File: config.mk
export PLATFORM = sky130hd
export DESIGN_NAME = load_store_unit
export DESIGN_NICKNAME = d
export VERILOG_FILES = /design/src/rtl/load_store_unit.sv
export SDC_FILE = /design/constraint.sdc
export NUM_CORES = 1
export LEC_CHECK = 0
export ABC_AREA = 1
export CAP_MARGIN = 25
export CORE_AREA = 3 3 138 140
export CTS_CLUSTER_DIAMETER = 120
export DETAILED_ROUTE_END_ITERATION = 7
export DIE_AREA = 0 0 141 143
export PLACE_DENSITY_LB_ADDON = 0.3
export SYNTH_ARGS = -nofsm -noshare
export SYNTH_HDL_FRONTEND = slang
export SYNTH_SLANG_ARGS = --single-unit
File: constraint.sdc
create_clock -name clk -period 1.7 [get_ports clk]
set_input_delay 0.255 -clock clk [delete_from_list [all_inputs] [get_ports clk]]
set_output_delay 0.255 -clock clk [all_outputs]
set_load 0.005 [all_outputs]
File: src/rtl/load_store_unit.sv
// load_store_unit: initiator side of the word-only data-memory interface.
// Accepts load/store requests over valid/ready, performs word reads and
// writes to data_memory, extracts and extends byte/half loads, and merges
// sub-word stores with a read-modify-write sequence.
// Optional build macro LSU_RANGE_CHECK_EN: when defined, any request whose
// address lies beyond the attached memory is answered with an error and no
// access; when undefined, the word index wraps modulo MEM_WORDS.
module load_store_unit #(
  parameter int MEM_WORDS = 64,
  parameter int IDX_W     = 6
) (
  input  logic        clk,
  input  logic        reset,
  input  logic        req_valid,
  output logic        req_ready,
  input  logic        req_we,
  input  logic [1:0]  req_size,
  input  logic        req_unsigned,
  input  logic [31:0] req_addr,
  input  logic [31:0] req_wdata,
  output logic        resp_valid,
  input  logic        resp_ready,
  output logic [31:0] resp_rdata,
  output logic        resp_err,
  output logic [31:0] mem_addr,
  output logic        mem_memread,
  output logic        mem_memwrite,
  output logic [31:0] mem_wdata,
  input  logic [31:0] mem_rdata
);

  typedef enum logic [1:0] {
    IDLE  = 2'b00,
    READ  = 2'b01,
    WRITE = 2'b10,
    RESP  = 2'b11
  } state_t;

  localparam logic [1:0]  SIZE_B   = 2'b00;
  localparam logic [1:0]  SIZE_H   = 2'b01;
  localparam logic [1:0]  SIZE_W   = 2'b10;
  localparam logic [31:0] IDX_MASK = 32'(MEM_WORDS - 1);

  // Pick the addressed lane out of a memory word and extend it to 32 bits.
  function automatic logic [31:0] load_extend(
    input logic [31:0] word,
    input logic [1:0]  off,
    input logic [1:0]  size,
    input logic        uns
  );
    logic [7:0]  b;
    logic [15:0] h;
    logic [31:0] r;
    case (off)
      2'b00:   b = word[7:0];
      2'b01:   b = word[15:8];
      2'b10:   b = word[23:16];
      default: b = word[31:24];
    endcase
    h = off[1] ? word[31:16] : word[15:0];
    case (size)
      SIZE_B:  r = uns ? {24'h000000, b} : {{24{b[7]}}, b};
      SIZE_H:  r = uns ? {16'h0000, h} : {{16{h[15]}}, h};
      default: r = word;
    endcase
    return r;
  endfunction

  // Merge right-justified store data into the addressed lane of a word.
  function automatic logic [31:0] merge_store(
    input logic [31:0] word,
    input logic [31:0] wdata,
    input logic [1:0]  off,
    input logic [1:0]  size
  );
    logic [31:0] m;
    m = word;
    case (size)
      SIZE_B: begin
        case (off)
          2'b00:   m[7:0]   = wdata[7:0];
          2'b01:   m[15:8]  = wdata[7:0];
          2'b10:   m[23:16] = wdata[7:0];
          default: m[31:24] = wdata[7:0];
        endcase
      end
      SIZE_H: begin
        if (off[1]) begin
          m[31:16] = wdata[15:0];
        end else begin
          m[15:0] = wdata[15:0];
        end
      end
      default: m = wdata;
    endcase
    return m;
  endfunction

  state_t        state_r;
  logic          req_ready_r;
  logic          resp_valid_r;
  logic [31:0]   resp_rdata_r;
  logic          resp_err_r;
  logic [31:0]   mem_addr_r;
  logic          mem_memread_r;
  logic          mem_memwrite_r;
  logic [31:0]   mem_wdata_r;

  logic          we_r;
  logic [1:0]    size_r;
  logic          uns_r;
  logic [1:0]    off_r;
  logic [31:0]   wdata_r;

  logic          size_err_s;
  logic          range_err_s;
  logic          req_err_s;
  logic [IDX_W-1:0] req_idx_s;
  logic          accept_s;

  // Alignment and size legality of the request currently offered.
  always_comb begin
    size_err_s = 1'b0;
    case (req_size)
      SIZE_B:  size_err_s = 1'b0;
      SIZE_H:  size_err_s = req_addr[0];
      SIZE_W:  size_err_s = (req_addr[1:0] != 2'b00);
      default: size_err_s = 1'b1;
    endcase
  end

`ifdef LSU_RANGE_CHECK_EN
  assign range_err_s = (req_addr[31:IDX_W+2] != '0);
`else
  logic unused_addr_hi_s;
  assign range_err_s      = 1'b0;
  assign unused_addr_hi_s = ^req_addr[31:IDX_W+2];
`endif

  assign req_err_s = size_err_s | range_err_s;
  assign req_idx_s = req_addr[IDX_W+1:2] & IDX_MASK[IDX_W-1:0];
  assign accept_s  = req_valid & req_ready_r;

  // Request/response sequencer; all interface outputs are registered here.
  always_ff @(posedge clk or negedge reset) begin
    if (!reset) begin
      state_r        <= IDLE;
      req_ready_r    <= 1'b0;
      resp_valid_r   <= 1'b0;
      resp_rdata_r   <= 32'h0000_0000;
      resp_err_r     <= 1'b0;
      mem_addr_r     <= 32'h0000_0000;
      mem_memread_r  <= 1'b0;
      mem_memwrite_r <= 1'b0;
      mem_wdata_r    <= 32'h0000_0000;
      we_r           <= 1'b0;
      size_r         <= 2'b00;
      uns_r          <= 1'b0;
      off_r          <= 2'b00;
      wdata_r        <= 32'h0000_0000;
    end else begin
      case (state_r)
        IDLE: begin
          if (accept_s) begin
            we_r        <= req_we;
            size_r      <= req_size;
            uns_r       <= req_unsigned;
            off_r       <= req_addr[1:0];
            wdata_r     <= req_wdata;
            req_ready_r <= 1'b0;
            if (req_err_s) begin
              // Illegal request: answer immediately, never touch memory.
              state_r      <= RESP;
              resp_valid_r <= 1'b1;
              resp_err_r   <= 1'b1;
              resp_rdata_r <= 32'h0000_0000;
            end else if (!req_we || (req_size != SIZE_W)) begin
              // Loads and sub-word stores both need the current word.
              state_r       <= READ;
              mem_memread_r <= 1'b1;
              mem_addr_r    <= {{(32-IDX_W){1'b0}}, req_idx_s};
            end else begin
              state_r        <= WRITE;
              mem_memwrite_r <= 1'b1;
              mem_addr_r     <= {{(32-IDX_W){1'b0}}, req_idx_s};
              mem_wdata_r    <= req_wdata;
            end
          end else begin
            req_ready_r <= 1'b1;
          end
        end
        READ: begin
          mem_memread_r <= 1'b0;
          if (we_r) begin
            state_r        <= WRITE;
            mem_memwrite_r <= 1'b1;
            mem_wdata_r    <= merge_store(mem_rdata, wdata_r, off_r, size_r);
          end else begin
            state_r      <= RESP;
            resp_valid_r <= 1'b1;
            resp_err_r   <= 1'b0;
            resp_rdata_r <= load_extend(mem_rdata, off_r, size_r, uns_r);
          end
        end
        WRITE: begin
          mem_memwrite_r <= 1'b0;
          state_r        <= RESP;
          resp_valid_r   <= 1'b1;
          resp_err_r     <= 1'b0;
          resp_rdata_r   <= 32'h0000_0000;
        end
        RESP: begin
          if (resp_ready) begin
            state_r      <= IDLE;
            resp_valid_r <= 1'b0;
            req_ready_r  <= 1'b1;
          end else begin
            state_r      <= RESP;
          end
        end
        default: begin
          state_r        <= IDLE;
          req_ready_r    <= 1'b0;
          resp_valid_r   <= 1'b0;
          mem_memread_r  <= 1'b0;
          mem_memwrite_r <= 1'b0;
        end
      endcase
    end
  end

  assign req_ready    = req_ready_r;
  assign resp_valid   = resp_valid_r;
  assign resp_rdata   = resp_rdata_r;
  assign resp_err     = resp_err_r;
  assign mem_addr     = mem_addr_r;
  assign mem_memread  = mem_memread_r;
  assign mem_memwrite = mem_memwrite_r;
  assign mem_wdata    = mem_wdata_r;

endmodule

* Yosys cells after proc, flatten, opt, wreduce, memory -nomap -nowiden
Index checks and enable logic that the tools add are counted.
Word-level totals: register bits 115, input bits 104, output and inout bits 101, logic and storage cells 99
Cells by class: equal/unequal tests 17, muxes and demuxes 47, bitwise logic cells 2, reductions and logical operators 19
Operator list (count):
- 2-to-1 mux 32 bit | 9
- one-hot mux 32 bit (2 select lines) | 3
- one-hot mux 32 bit (3 select lines) | 1
- 2-to-1 mux 16 bit | 3
- 2-to-1 mux 8 bit | 4
- one-hot mux 8 bit (3 select lines) | 1
- != test 2 bit, second input constant | 9
- 2-to-1 mux 1 bit | 15
- AND reduction 4 bit | 3
- AND reduction 5 bit | 2
- one-hot mux 1 bit (3 select lines) | 3
- equality test 2 x 1 -> 1 bit, second input constant | 4
- equality test 2 bit, second input constant | 4
- zero test 2 bit | 4
- 2-to-1 mux 2 bit | 4
- one-hot mux 2 bit (4 select lines) | 1
- nonzero test 2 bit | 3
- one-hot mux 1 bit (2 select lines) | 2
- one-hot mux 1 bit (4 select lines) | 1
- AND reduction 2 bit | 2
- AND reduction 3 bit | 1
- nonzero test 3 bit | 1
- OR reduction 3 bit | 1
- AND 1 bit | 1
- 3 further kinds | 3

* Depth between registers and ports, before layout
Gate-level depths: netlist of run 1.
depth after elaboration 6, gate-level depth with buffers 11, depth with buffers taken out 9

* Worst setup path after synthesis of run 1
Ideal clock, no wire load.
kind reg-to-reg, start point register state_r[0], end point register resp_rdata_r[0] (netlist: resp_rdata[0]), setup time 0.117 ns, arrival 1.482 ns, required time 1.583 ns, path slack 0.100 ns, cell stages (with the launch flop) 12, buffers on the path 3, clock period less this slack 1.600 ns, cell sequence dfrtp_1 > inv_1 > ha_1 > buf_4 > inv_2 > nand2_1 > nand2_1 > nand3_2 > buf_4 > buf_6 > nand2_1 > nand2_1
Between the ends: word-level cells in the longest chain between the ends 3, elaborated cells between the ends (all ways) 9, classes of those cells 5 x eq/ne; 1 x mux; 3 x reduce/logical
Ends and longest elaborated chain:
- from (decl) | line 99 | state_t state_r;
- from (signal assigned) | line 147 | state_r <= IDLE;
- from (signal assigned) | line 173 | state_r <= RESP;
- from (signal assigned) | line 179 | state_r <= READ;
- equality test 2 x 1 -> 1 bit (tied with other cells) | line 162 | case (state_r)
- != test 2 bit (no line) or nonzero test 3 bit (tied branches)
- AND reduction 4 bit (no line)
- to (signal assigned) | line 202 | resp_rdata_r <= load_extend(mem_rdata, off_r, size_r, uns_r);
- to (decl) | line 102 | logic [31:0] resp_rdata_r;
Parallel ways exist; a longest one is shown, timed or not. A chain may end at the register's enable or synchronous reset.

* Worst setup path in the final report of run 1
start point register state_r[0], end point register resp_rdata_r[29] (netlist: resp_rdata[29])
Same word-level chain as after synthesis.

==> results.yml, run 1 <==
status:
  status: "finished, final reports clean"
final_layout:
  drive_gt1_share_pct: 13.4
  area_growth_pct: 41.5
  ff_latch_area_mm2: 0.00288
  multiInputGateArea_mm2: 0.00362
  num-fill-cells: 1724
  nets: 1338
  diodes: 0
pwr:
  power.leakage_uw: 0.00512
  internal_power_uw: 11800
  pwr_density_cell_mw_per_mm2: 2050
  pwr-share-seq_pct: 24.6
  vdd_drop_max_v: 0.00144
  power_frac_comb_pct: 58.6
  power_frac_clock_pct: 16.8
  switching_share_pct: 43.0
  power_switching_uw: 8900
sta:
  final-hold-violation-count: 0
  fin_crit_sh_pct: 99.0
  setup_viol: 0
  rsz0062_at_grt: "true"
  layout_min_cycle_time_ns: 1.68
  tns_ns: 0
  timing.final.ws_setup_ns: 0.0171
  fmax_mhz: 594
  slew_violations: 0
  fin_skew_ns: 0.00951
grt:
  grt.overflow.total: 0
  grtUsageTotal_pct: 23.6
  grt_max_degree: 72
  grt_pass1_vias: 6824
  antenna_found_initial: 0
  grt_pass1_wl_um: 37300
place:
  place_ws_ns: -0.121
  io_buffers: 154
  hpwl_um: 17900
  finalWeightedCongestion: 0.970
synth:
  synth_top_area_share_pct: 40.3
  synth.most_common_cell: "nand2_1"
  synth-simple-area-share_pct: 34.5
  synthTopCellsByCount: "360 x nand2_1, 138 x nand3_1, 117 x o21ai_0"
  synth_edf_count: 0
  synthMuxAreaShare_pct: 0
  synth.distinct_cells: 30
  syn_avg_cell_area_um2: 6.83
  ys_top_cells_by_area: "dfrtp_1 40%, nand2_1 19%, nand3_1 9.7%"
  synth_compound_area_share_pct: 11.6
  synth_xor_area_share_pct: 0
  postSynthCellCount: 1046
  ys_seq_elements: 115
  yosys_warnings: 0
  yosysTopAreaCell: "dfrtp_1"
  yosysSeqAreaShare_pct: 40.3
  synth_ff_type: "dfrtp_1"
  synthAdderAreaFrac_pct: 0.701
  netlist_area_mm2: 0.00714
  synth_top_family_by_area: "simple AND/OR/NAND/NOR gates"
  async_reset_ff_share_pct: 100
cts:
  cts_made_buffers: 17
  ctsRootBufferMaster: "clkbuf_16"
  path_clk_slew_ns: 0.05
  cts-htree-levels: 4
  clock_latency_ns: 0.43
  cts_sinks: 115
  cts_tree: "done"
  clk_path_buf_depth: 2
route:
  wire_per_inst_um: 16.5
  routed_wirelength_um: 24200
  drtAntennaViolNets: 0
  drc: 0
  first_pass_iters: 5
  viasPerCell: 5.06
  num_vias: 7441
  initialDrtViolationCount: 595
die:
  io_pins: 205
  die_w_um: 141
  die-area_mm2: 0.0202
  core_area_mm2: 0.0180
  die_h_um: 143
  num_rows: 49
  initial_core_util_pct: 39.8
critical_path:
  cp-end-kind: "flop"
  r2r_start: "state_r[0]$_DFFE_PN0N_"
  cp.arrival_ns: 1.99
  r2r_end: "resp_rdata[29]$_DFFE_PN0P_"
  startpoint_type: "flop"
  r2r_slack_ns: 0.02
  reg2reg_depth: 10
  cp-startpoint: "state_r[0]$_DFFE_PN0N_"
  worstPathMaxFanout: 6
  setup.worst_path.end: "resp_rdata[29]$_DFFE_PN0P_"
  crit_type: "reg -> reg"
  cp.required_ns: 2.01
worst_hold_path:
  min_path_cells: 3
  hold_path.class: "in -> reg"
flow_run:
  max-cap-violations: 0
[registers in the layout, indices dropped and copies added, names as in the netlist]
name	cells
off_r	2
resp_valid	1
uns_r	1
size_r	2
req_ready	1
mem_memwrite	1
we_r	1
mem_wdata	32
state_r	2
resp_err	1
mem_addr	6
wdata_r	32
mem_memread	1
resp_rdata	32
[cells by family after synthesis]
family | Yosys count
and+or+nand+nor | 576
buffers and inverters | 191
AOI/OAI and AO/OA | 159
DFF | 115
adders and majority gates | 4
other | 1
[final cells by class]
class / instances / share of cell area (%)
clock buffers: 23 / 4.93
clock inverters: 9 / 0.768
flip-flops and latches: 115 / 28.5
well taps: 229 / 2.84
repair buffers: 230 / 23.3
multi-input cells: 765 / 35.9
inverters: 101 / 3.78
[routing by layer]
layer  wire length [um]  vias to the layer above  GRT usage, %
met5                  0                        -             0
met4                425                        0          6.78
met3               1550                       27          5.12
met2              11300                      277          37.3
met1              11000                     3469          32.8
li1                   -                     3668             -
[critical path: stages, from the launching register on]
cell       delay, ns
dfrtp_2         0.44
inv_2           0.08
ha_4            0.15
buf_6           0.11
nand3_4         0.07
nand2_4         0.09
nand3_4         0.16
buf_12          0.20
clkbuf_16       0.16
nand2_2         0.05
nand2_1         0.05
[worst min-delay path by stage]
stage / start / slack [ns] / endpoint
4_1_cts: req_addr[7] / 0.36 / mem_addr[5]$_DFFE_PN0P_
3_3_place_gp: reset / 0.29 / mem_wdata[3]$_DFFE_PN0P_
6_report: req_addr[7] / 0.37 / mem_addr[5]$_DFFE_PN0P_
3_5_place_dp: reset / 0.29 / mem_wdata[3]$_DFFE_PN0P_
2_1_floorplan: reset / -0.04 / mem_addr[0]$_DFFE_PN0P_
5_1_grt: req_addr[7] / 0.36 / mem_addr[5]$_DFFE_PN0P_
[power by group through the flow]
| stage | registers (uW) | clock network [uW] | logic (uW) |
|---|---|---|---|
| after global routing | 5220 | 3640 | 13400 |
| after CTS | 4980 | 3530 | 11000 |
| after detailed placement | 4990 | 0 | 10800 |
| after global placement | 5000 | 0 | 10700 |
| after floorplan | 4790 | 0 | 6230 |
| final | 5080 | 3480 | 12100 |
[cells in the final DEF, fill, tap and decap left out, types with 3 or more instances in the layout]
cell type,Yosys,final
o21ai_1,1,3
buf_6,4,3
nand3_4,1,4
buf_12,0,12
buf_4,37,56
conb_1,1,26
nor2_1,49,48
nand3_1,138,137
clkdlybuf4s50_1,0,153
inv_2,6,8
nand4_1,13,13
clkbuf_8,0,5
a21oi_1,32,30
nand2_1,360,335
o21ai_0,117,114
nand2_4,1,10
clkinvlp_4,0,3
o211ai_1,6,6
clkinv_2,0,5
dfrtp_2,0,3
clkbuf_16,0,21
nand2_2,6,21
inv_1,94,92
dfrtp_1,115,112
[repair_timing]
| action | 4_1_cts | 5_1_grt |
|---|---|---|
| hold buffers | 1 | 0 |
| setup endpoints to repair | 49 | 62 |
| pin swaps | 0 | 21 |
| endpoints found under the hold margin | 115 | 0 |
| cloned | 0 | 4 |
| setup buffers | 0 | 1 |
| gates resized for setup | 7 | 54 |
[stage by stage]
stage	total power [uW]	utilization [%]	area [um^2]	std cells	hold slack [ns]
6_report	20700	56.2	10100	1472	0.369
4_1_cts	19500	54.5	9800	1467	0.359
2_1_floorplan	11000	-	7230	1071	-0.0406
3_5_place_dp	15800	51.2	9200	1434	0.290
3_3_place_gp	15700	51.2	9200	1434	0.293
5_1_grt	22300	56.2	10100	1472	0.365
Power figures use the tool's default switching activity.
==> run 2, diff against run 1 <==
--- a/config.mk
+++ b/config.mk
@@ -11,7 +11,8 @@
 export CTS_CLUSTER_DIAMETER = 120
 export DETAILED_ROUTE_END_ITERATION = 7
 export DIE_AREA = 0 0 141 143
-export PLACE_DENSITY_LB_ADDON = 0.3
+export PLACE_DENSITY = 0.77
+export SETUP_SLACK_MARGIN = 0.5
 export SYNTH_ARGS = -nofsm -noshare
 export SYNTH_HDL_FRONTEND = slang
 export SYNTH_SLANG_ARGS = --single-unit
==> run 2 against run 1 <==
Compared with the run above: critical path depth rose by 1; register-to-register slack gained 0.03 ns; setup slack improved by 0.031 ns; sequential power barely moved; largest cell class unchanged; power grew 6.3%; critical endpoint is now mem_wdata[24]$_DFFE_PN0P_; count of clock-buffer cells in the layout down 4; non-clock buffer count grew 49; cell count increased by 3.3%; via count is 8.1% higher; clock power up 1%.
==> results.yml, run 2 (synthesis gave the netlist of run 1 again) <==
status:
  status: "finished, final reports clean"
pwr:
  pwr-share-seq_pct: 23.1
  power_frac_comb_pct: 60.8
  vdd_drop_max_v: 0.000965
  switching_share_pct: 45.2
  power.leakage_uw: 0.00562
  power_frac_clock_pct: 16.1
  power_switching_uw: 9930
  pwr_density_cell_mw_per_mm2: 2050
  internal_power_uw: 12100
grt:
  grt_pass1_vias: 7521
  grt_pass1_wl_um: 40400
  antenna_found_initial: 0
  grtUsageTotal_pct: 25.5
  grt.overflow.total: 0
  grt_max_degree: 60
critical_path:
  crit_family: "buffers and inverters"
  worstPathMaxFanout: 12
  cp.required_ns: 2.01
  path_buf_inv: 5
  crit_type: "reg -> reg"
  path_cells: "inv_2 > ha_4 > inv_8 > nor2_2 > inv_2 > nand3_4 > nor2_4 > buf_12 > buf_16 > nand3_1 > nand2_1"
  cp_common_cell: "inv_2"
  cp-end-kind: "flop"
  slowest_delay_ns: 0.38
  startpoint_type: "flop"
  cp.arrival_ns: 1.96
  cp_slowest_cell: "dfrtp_1"
route:
  first_pass_iters: 5
  wire_per_inst_um: 17.8
  drtAntennaViolNets: 0
  routed_wirelength_um: 27000
  initialDrtViolationCount: 887
  viasPerCell: 5.29
  num_vias: 8044
  drc: 0
cts:
  ctsRootBufferMaster: "clkbuf_16"
  clock_latency_ns: 0.42
  cts_made_buffers: 17
  clk_path_buf_depth: 2
  cts_sinks: 115
  cts-htree-levels: 4
  path_clk_slew_ns: 0.06
  cts_tree: "done"
sta:
  fmax_mhz: 605
  layout_min_cycle_time_ns: 1.65
  fin_crit_sh_pct: 97.2
  final-hold-violation-count: 0
  rsz0062_at_grt: "true"
  slew_violations: 0
  setup_viol: 0
  fin_skew_ns: 0.00831
die:
  core_area_mm2: 0.0180
  die_h_um: 143
  die_w_um: 141
  initial_core_util_pct: 39.8
  num_rows: 49
  io_pins: 205
  die-area_mm2: 0.0202
worst_hold_path:
  hold_path.class: "in -> async"
final_layout:
  drive_gt1_share_pct: 28.5
  layout_commonest_cell: "nand2_1"
  fin_util_pct: 59.8
  layout_common_cells: "319 x nand2_1, 117 x nand3_1, 111 x dfrtp_1"
  area_growth_pct: 50.6
  stdcell_area_mm2: 0.0108
  diodes: 0
  nets: 1388
  num-fill-cells: 1564
place:
  placed_area_mm2: 0.00916
  finalWeightedCongestion: 0.971
  io_buffers: 154
  hpwl_um: 17700
flow_run:
  max-cap-violations: 0
run 2: cell types whose count changed in the layout (fill, tap and decap cells not counted), sizes merged:
cell           change
nand3              +1
clkbuf            +11
buf              +108
bufinv             +1
clkdlybuf4s50     -74
clkinv             +1
run 2: area by class of cell:
type | count | area [um^2] | area share, %
multi-input combinational | 766 | 4010 | 37.3
sequential | 115 | 2880 | 26.8
timing repair buffer | 279 | 2620 | 24.3
clock buffer | 19 | 453 | 4.21
inverter | 101 | 392 | 3.64
tap | 229 | 287 | 2.67
clock inverter | 11 | 113 | 1.05
run 2: worst paths after layout:
kind / to / slack, ns / startpoint / depth (start not counted)
setup reg to reg: mem_wdata[24]$_DFFE_PN0P_ / 0.05 / state_r[1]$_DFFE_PN0N_ / 11
setup / recovery: mem_wdata[24]$_DFFE_PN0P_ / 0.05 / state_r[1]$_DFFE_PN0N_ / 11
hold / removal: resp_rdata[18]$_DFFE_PN0P_ / 0.18 / reset / 2
max in group asynchronous: off_r[1]$_DFFE_PN0P_ / 0.99 / reset / 3
min in group clk: mem_addr[3]$_DFFE_PN0P_ / 0.37 / req_addr[5] / 3
hold reg to reg: resp_valid$_DFFE_PN0P_ / 0.47 / resp_valid$_DFFE_PN0P_ / 2
run 2: repair_timing:
item | 4_1_cts | 5_1_grt
pin swaps | 8 | 14
hold buffers | 1 | 0
setup buffers | 30 | 17
setup endpoints to repair | 190 | 188
gates resized for setup | 293 | 180
cloned | 12 | 2
hold endpoints to repair | 115 | 0
run 2: power groups by stage:
stage          registers [uW]  logic (uW)  clock network, uW
2_1_floorplan            4800        6570                  0
3_3_place_gp             4960       10600                  0
3_5_place_dp             4990       10800                  0
4_1_cts                  5010       12200               3560
5_1_grt                  5220       14500               3690
6_report                 5080       13400               3530
run 2: metal layers:
metal  GRT usage, %  routed length (um)  vias to the layer above
met3           6.26                2450                       55
met5              0                   0                        -
li1               -                   -                     3770
met4           8.41                 780                        0
met1           34.7               11100                     3796
met2           40.3               12700                      423
run 2: stage by stage:
step | total power, uW | setup WS, ns | hold slack (ns) | TNS [ns] | cells
6_report | 22000 | 0.0481 | 0.178 | 0 | 1520
5_1_grt | 23400 | -0.0187 | 0.190 | -0.0908 | 1520
4_1_cts | 20800 | 0.0702 | 0.176 | 0 | 1501
3_5_place_dp | 15700 | -0.0690 | 0.0735 | -1.68 | 1428
3_3_place_gp | 15600 | -0.0404 | 0.0722 | -0.455 | 1428
2_1_floorplan | 11400 | 0.202 | -0.0406 | 0 | 1071
